--- src/rtl/associative_memory_seq.sv ---
// rtl/associative_memory_seq.sv - sequential nearest-prototype search over trained hypervectors
// One shared popcount scans the valid classes one per clock; result leaves over a valid/ready pair.
module associative_memory_seq #(
    parameter int HV_DIMENSION   = 64,
    parameter int CLASSES        = 16,
    parameter int LABEL_WIDTH    = 8,
    parameter int DISTANCE_WIDTH = 8
) (
    input  logic                      CLK_CI,
    input  logic                      Reset_RI,
    input  logic                      ValidIn_SI,
    output logic                      ReadyOut_SO,
    input  logic [1:0]                ModeIn_SI,
    input  logic [LABEL_WIDTH-1:0]    LabelIn_DI,
    input  logic [HV_DIMENSION-1:0]   HypervectorIn_DI,
    output logic                      ValidOut_SO,
    input  logic                      ReadyIn_SI,
    output logic [LABEL_WIDTH-1:0]    LabelOut_DO,
    output logic [DISTANCE_WIDTH-1:0] DistanceOut_DO,
    output logic                      NoMatch_SO
);

    localparam int IDX_W = (CLASSES > 1) ? $clog2(CLASSES) : 1;
    localparam logic [IDX_W-1:0] LAST_IDX = IDX_W'(CLASSES - 1);
    localparam logic [LABEL_WIDTH:0] CLASS_LIMIT = (LABEL_WIDTH + 1)'(CLASSES);

    typedef enum logic [1:0] {
        S_IDLE,
        S_SEARCH,
        S_OUTPUT
    } state_t;

    state_t r_state;
    state_t w_state_next;

    logic [HV_DIMENSION-1:0]   r_mem [CLASSES];
    logic [CLASSES-1:0]        r_valid;
    logic [HV_DIMENSION-1:0]   r_query;
    logic [IDX_W-1:0]          r_idx;
    logic                      r_found;
    logic [DISTANCE_WIDTH-1:0] r_best_d;
    logic [IDX_W-1:0]          r_best_label;
    logic [LABEL_WIDTH-1:0]    r_label_out;
    logic [DISTANCE_WIDTH-1:0] r_dist_out;
    logic                      r_nomatch;

    logic                      w_accept;
    logic                      w_in_range;
    logic [IDX_W-1:0]          w_label_idx;
    logic                      w_last;
    logic [HV_DIMENSION-1:0]   w_diff;
    logic [DISTANCE_WIDTH-1:0] w_dist;
    logic                      w_take;
    logic                      w_nb_found;
    logic [DISTANCE_WIDTH-1:0] w_nb_d;
    logic [IDX_W-1:0]          w_nb_label;

    // Gating with reset keeps the upstream from seeing a ready during the reset cycle itself.
    assign ReadyOut_SO    = (r_state == S_IDLE) && !Reset_RI;
    assign ValidOut_SO    = (r_state == S_OUTPUT);
    assign LabelOut_DO    = r_label_out;
    assign DistanceOut_DO = r_dist_out;
    assign NoMatch_SO     = r_nomatch;

    assign w_accept    = ValidIn_SI && ReadyOut_SO;
    assign w_in_range  = ({1'b0, LabelIn_DI} < CLASS_LIMIT);
    assign w_label_idx = LabelIn_DI[IDX_W-1:0];
    assign w_last      = (r_idx == LAST_IDX);
    assign w_diff      = r_mem[r_idx] ^ r_query;

    always_comb begin
        w_dist = '0;
        for (int i = 0; i < HV_DIMENSION; i++) begin
            w_dist = w_dist + DISTANCE_WIDTH'(w_diff[i]);
        end
    end

    // Strict less-than: on equal distance the earlier (lower) index is kept.
    assign w_take     = r_valid[r_idx] && (!r_found || (w_dist < r_best_d));
    assign w_nb_found = r_found || w_take;
    assign w_nb_d     = w_take ? w_dist : r_best_d;
    assign w_nb_label = w_take ? r_idx : r_best_label;

    always_ff @(posedge CLK_CI) begin
        if (Reset_RI) begin
            r_state <= S_IDLE;
        end else begin
            r_state <= w_state_next;
        end
    end

    always_comb begin
        w_state_next = r_state;
        case (r_state)
            S_IDLE:   if (w_accept && (ModeIn_SI == 2'b00)) w_state_next = S_SEARCH;
            S_SEARCH: if (w_last) w_state_next = S_OUTPUT;
            S_OUTPUT: if (ReadyIn_SI) w_state_next = S_IDLE;
            default:  w_state_next = S_IDLE;
        endcase
    end

    always_ff @(posedge CLK_CI) begin
        if (Reset_RI) begin
            for (int i = 0; i < CLASSES; i++) begin
                r_mem[i] <= '0;
            end
            r_valid      <= '0;
            r_query      <= '0;
            r_idx        <= '0;
            r_found      <= 1'b0;
            r_best_d     <= '0;
            r_best_label <= '0;
            r_label_out  <= '0;
            r_dist_out   <= '0;
            r_nomatch    <= 1'b0;
        end else begin
            if (w_accept) begin
                case (ModeIn_SI)
                    2'b00: begin
                        r_query <= HypervectorIn_DI;
                        r_idx   <= '0;
                        r_found <= 1'b0;
                    end
                    2'b01: begin
                        if (w_in_range) begin
                            r_mem[w_label_idx]   <= HypervectorIn_DI;
                            r_valid[w_label_idx] <= 1'b1;
                        end
                    end
                    2'b10: begin
                        if (w_in_range) r_valid[w_label_idx] <= 1'b0;
                    end
                    default: r_valid <= '0;
                endcase
            end

            if (r_state == S_SEARCH) begin
                r_idx        <= r_idx + IDX_W'(1);
                r_found      <= w_nb_found;
                r_best_d     <= w_nb_d;
                r_best_label <= w_nb_label;
                // The last class is folded in directly, so results load on the final search edge.
                if (w_last) begin
                    if (w_nb_found) begin
                        r_label_out <= LABEL_WIDTH'(w_nb_label);
                        r_dist_out  <= w_nb_d;
                        r_nomatch   <= 1'b0;
                    end else begin
                        r_label_out <= '0;
                        r_dist_out  <= DISTANCE_WIDTH'(HV_DIMENSION);
                        r_nomatch   <= 1'b1;
                    end
                end
            end
        end
    end

endmodule

--- config.mk ---
export PLATFORM = sky130hd
export DESIGN_NAME = associative_memory_seq
export DESIGN_NICKNAME = d
export VERILOG_FILES = /design/src/rtl/associative_memory_seq.sv
export SDC_FILE = /design/constraint.sdc
export NUM_CORES = 2
export LEC_CHECK = 0
export ABC_CLOCK_PERIOD_IN_PS = 14490
export CAP_MARGIN = 20
export CELL_PAD_IN_SITES_DETAIL_PLACEMENT = 1
export CELL_PAD_IN_SITES_GLOBAL_PLACEMENT = 2
export CORE_MARGIN = 2
export CORE_UTILIZATION = 35
export CTS_CLUSTER_DIAMETER = 80
export DETAILED_ROUTE_END_ITERATION = 16
export PLACE_DENSITY_LB_ADDON = 0.25
export SYNTH_ARGS = -nofsm -noshare
export SYNTH_HDL_FRONTEND = slang
export SYNTH_SLANG_ARGS = --single-unit
--- constraint.sdc ---
create_clock -name CLK_CI -period 14.49 [get_ports CLK_CI]
set_input_delay 2.898 -clock CLK_CI [delete_from_list [all_inputs] [get_ports CLK_CI]]
set_output_delay 2.898 -clock CLK_CI [all_outputs]
set_load 0.005 [all_outputs]
==> run summary <==
GRT overflow -> 0
internal power -> 6850 uW
Fin Hold WS -> 460 ps
Initial DRC Count -> 2536
Final nets -> 3576
Synth Flop Type -> edfxtp_1
Starting Density -> 35.1%
fill count -> 14.8k
Final Cycle Share -> 71.8%
Worst-path clk slew -> 60 ps
clock sink count -> 1140
# DRC -> 0
Yosys reg bits -> 1140
top cells by area, synth -> edfxtp_1 59%, mux4_2 13%, and2_1 12%
most common cell in the netlist -> and2_1
crit-path max cell delay -> 790 ps
Clock power frac -> 32.2%
Fin. Hold Viols -> 0
VDD IR max -> 503 uV
most used cell, CP -> fa_1
final worst path period need -> 10400 ps
max_cap viols -> 0
Seq/Total Area, Yosys -> 63.0%
ys async rst share -> 0%
number of hold buffers added after CTS -> 0
crit path max-delay cell type -> dfxtp_4
Chip Height -> 391 um
Worst Setup End Kind -> register
total core area -> 149000 um2
Synth top area share -> 58.6%
Die Wd -> 391 um
initial antenna violation count -> 25
setup TNS -> 0 ps
Max FO, Critical Path -> 67
Top Family by Delay on Critical Path -> adder cells
H-tree Lvls -> 4
TritonCTS Buffers -> 137
sw frac -> 33.1%
Rel. slew slack -> 25.9%
maximum clock path buffer count -> 3
Synth top cells by count -> 1027 x and2_1, 1024 x edfxtp_1, 309 x mux4_2, 225 x clkbuf_1, 163 x nand2_1
Power Dens Cells -> 172 nW/um2
share of layout cells above drive strength 1 -> 17.1%
Mapped Avg Cell Area -> 15.4 um2
Critical Path RT -> 15110 ps
final wirelength -> 167000 um
Achievable Freq -> 96.1 MHz
EDFF count, synth -> 1024
Rows -> 142
gpl congestion -> 0.747
worst endpoint data arrival time -> 11020 ps
Sw Pwr -> 3390 uW
yosys warns -> 0
status -> finished, final reports clean
Hold Crit Class -> register to register
# Post-CTS Setup Buffers -> 0
Logic pwr share -> 31.7%
Slew @ Worst Pin -> 1110 ps
DR vias/cell -> 5.24
crit start category -> register
CTS tree -> built
clock root buffer -> clkbuf_16
crit path kind -> register to register
Max Slew Vio Count -> 0
Layout Skew -> 36.6 ps
largest area contributor in the netlist -> edfxtp_1
I/O pin cnt -> 97
synth unique cells -> 43
worst path bufs/invs -> 5
Area Growth Syn to Fin -> 13.7%
IO Port Bufs -> 92
post-route ant nets -> 0
via count -> 29.1k
vias in the first global route -> 31.0k
unrepaired setup endpoints after global routing -> no
placed wire-length estimate -> 85900 um
PnR worst setup slack -> 4090 ps
Tot GR Track Use -> 22.1%
Final setup viols -> 0
global-route wire length before repair -> 238000 um
Routed WL per cell -> 30.1 um
clk_lat worst skew -> 770 ps
post-synthesis cell count -> 3408
static leakage power -> 0.0212 uW
worst slack at placement -> 3960 ps
# resized after CTS -> 0
cell area after synthesis -> 52500 um2
die area -> 153000 um2
First-pass DRT Iterations -> 5
Flop pwr share -> 36.1%
largest net degree at the start of global routing -> 106
-- worst paths after layout --
kind,startpoint,endpoint,slack (ps),depth (start not counted)
max,register,DistanceOut_DO[6],4090,28
min,LabelOut_DO[3],LabelOut_DO[3],460,2
max reg2reg,register,DistanceOut_DO[6],4090,28
min reg2reg,LabelOut_DO[3],LabelOut_DO[3],460,2
-- worst register-to-register path, delay by kind of cell (launching register included) --
kind / cells / cell delay, ps
compound gates: 7 / 1610
xor+xnor: 1 / 300
fa+ha+maj: 11 / 5050
buf+inv: 5 / 890
flops: 1 / 790
mux: 3 / 1460
simple gates: 1 / 130
-- placed cells by master, fill, tap and decap left out, drive strengths merged, types with 4 or more instances in the layout --
| cell | synthesis | final |
|---|---|---|
| and2 | 1027 | 1027 |
| edfxtp | 1024 | 1024 |
| mux4 | 324 | 324 |
| clkbuf | 232 | 195 |
| nand2 | 163 | 163 |
| dfxtp | 116 | 116 |
| clkdlybuf4s50 | 0 | 91 |
| a21oi | 89 | 89 |
| buf | 57 | 67 |
| inv | 53 | 61 |
| fa | 54 | 54 |
| nor2 | 44 | 44 |
| clkinv | 0 | 43 |
| xor2 | 40 | 40 |
| mux2i | 29 | 29 |
| xnor2 | 28 | 28 |
| ha | 25 | 25 |
| o21ai | 23 | 23 |
| or2 | 18 | 18 |
| nand3 | 16 | 16 |
| nor3 | 12 | 12 |
| nor2b | 7 | 7 |
| nand2b | 5 | 5 |
| conb | 1 | 4 |
-- layer usage --
metal | track usage, % | wire, um | vias up
li1 | - | - | 12300
met1 | 29.7 | 72600 | 15800
met2 | 38.0 | 84000 | 680
met3 | 3.14 | 7470 | 211
met4 | 4.61 | 2770 | 18
met5 | 0 | 110 | -
-- cells by family after synthesis --
group / count (synthesis) / share of synthesized area (%)
AO/OA/AOI/OAI: 125 / 1.26
buffers and inverters: 342 / 2.84
flip-flops: 1140 / 63.0
other: 1 / 0.00715
multiplexers: 353 / 14.6
adder cells (fa/ha/maj): 79 / 2.66
XOR/XNOR: 68 / 1.14
AND/OR/NAND/NOR: 1300 / 14.5
-- flip-flops by register name, summed over array words and instances, names as in the netlist, named ones only --
signal and cells:
DistanceOut_DO 8, r_best_d 8, r_best_label 4, r_state 2, r_found 1, r_valid 16, NoMatch_SO 1, r_mem 1024
LabelOut_DO 4, r_query 64, r_idx 4
-- power by group through the flow --
stage / Sequential, uW / Clock [uW] / Combinational (uW)
3_5_place_dp: 3770 / 0 / 3290
3_3_place_gp: 3770 / 0 / 3270
6_report: 3700 / 3290 / 3240
2_1_floorplan: 3750 / 0 / 2260
4_1_cts: 3700 / 3360 / 3300
5_1_grt: 3710 / 3470 / 3590
-- final cells by class --
| type | count | area, um2 | area share [%] |
|---|---|---|---|
| inverters | 53 | 199 | 0.334 |
| flip-flops and latches | 1140 | 33100 | 55.5 |
| clock buffers | 195 | 3850 | 6.46 |
| multi-input cells | 1929 | 18100 | 30.3 |
| repair buffers | 158 | 1520 | 2.55 |
| diodes | 2 | 5.00 | 0.00839 |
| clock inverters | 56 | 369 | 0.619 |
| well taps | 2016 | 2520 | 4.23 |
-- metrics by stage --
stage                     util (%)  power (uW)  cells  area [um2]
after floorplan                  -        6010   3411       52500
after global placement        37.1        7030   5294       55400
after detailed placement      37.1        7060   5296       55400
after CTS                     39.9       10400   5547       59600
after global routing          39.9       10800   5547       59600
final                         39.9       10200   5549       59600
No activity file was read; power rests on OpenSTA's default activity.
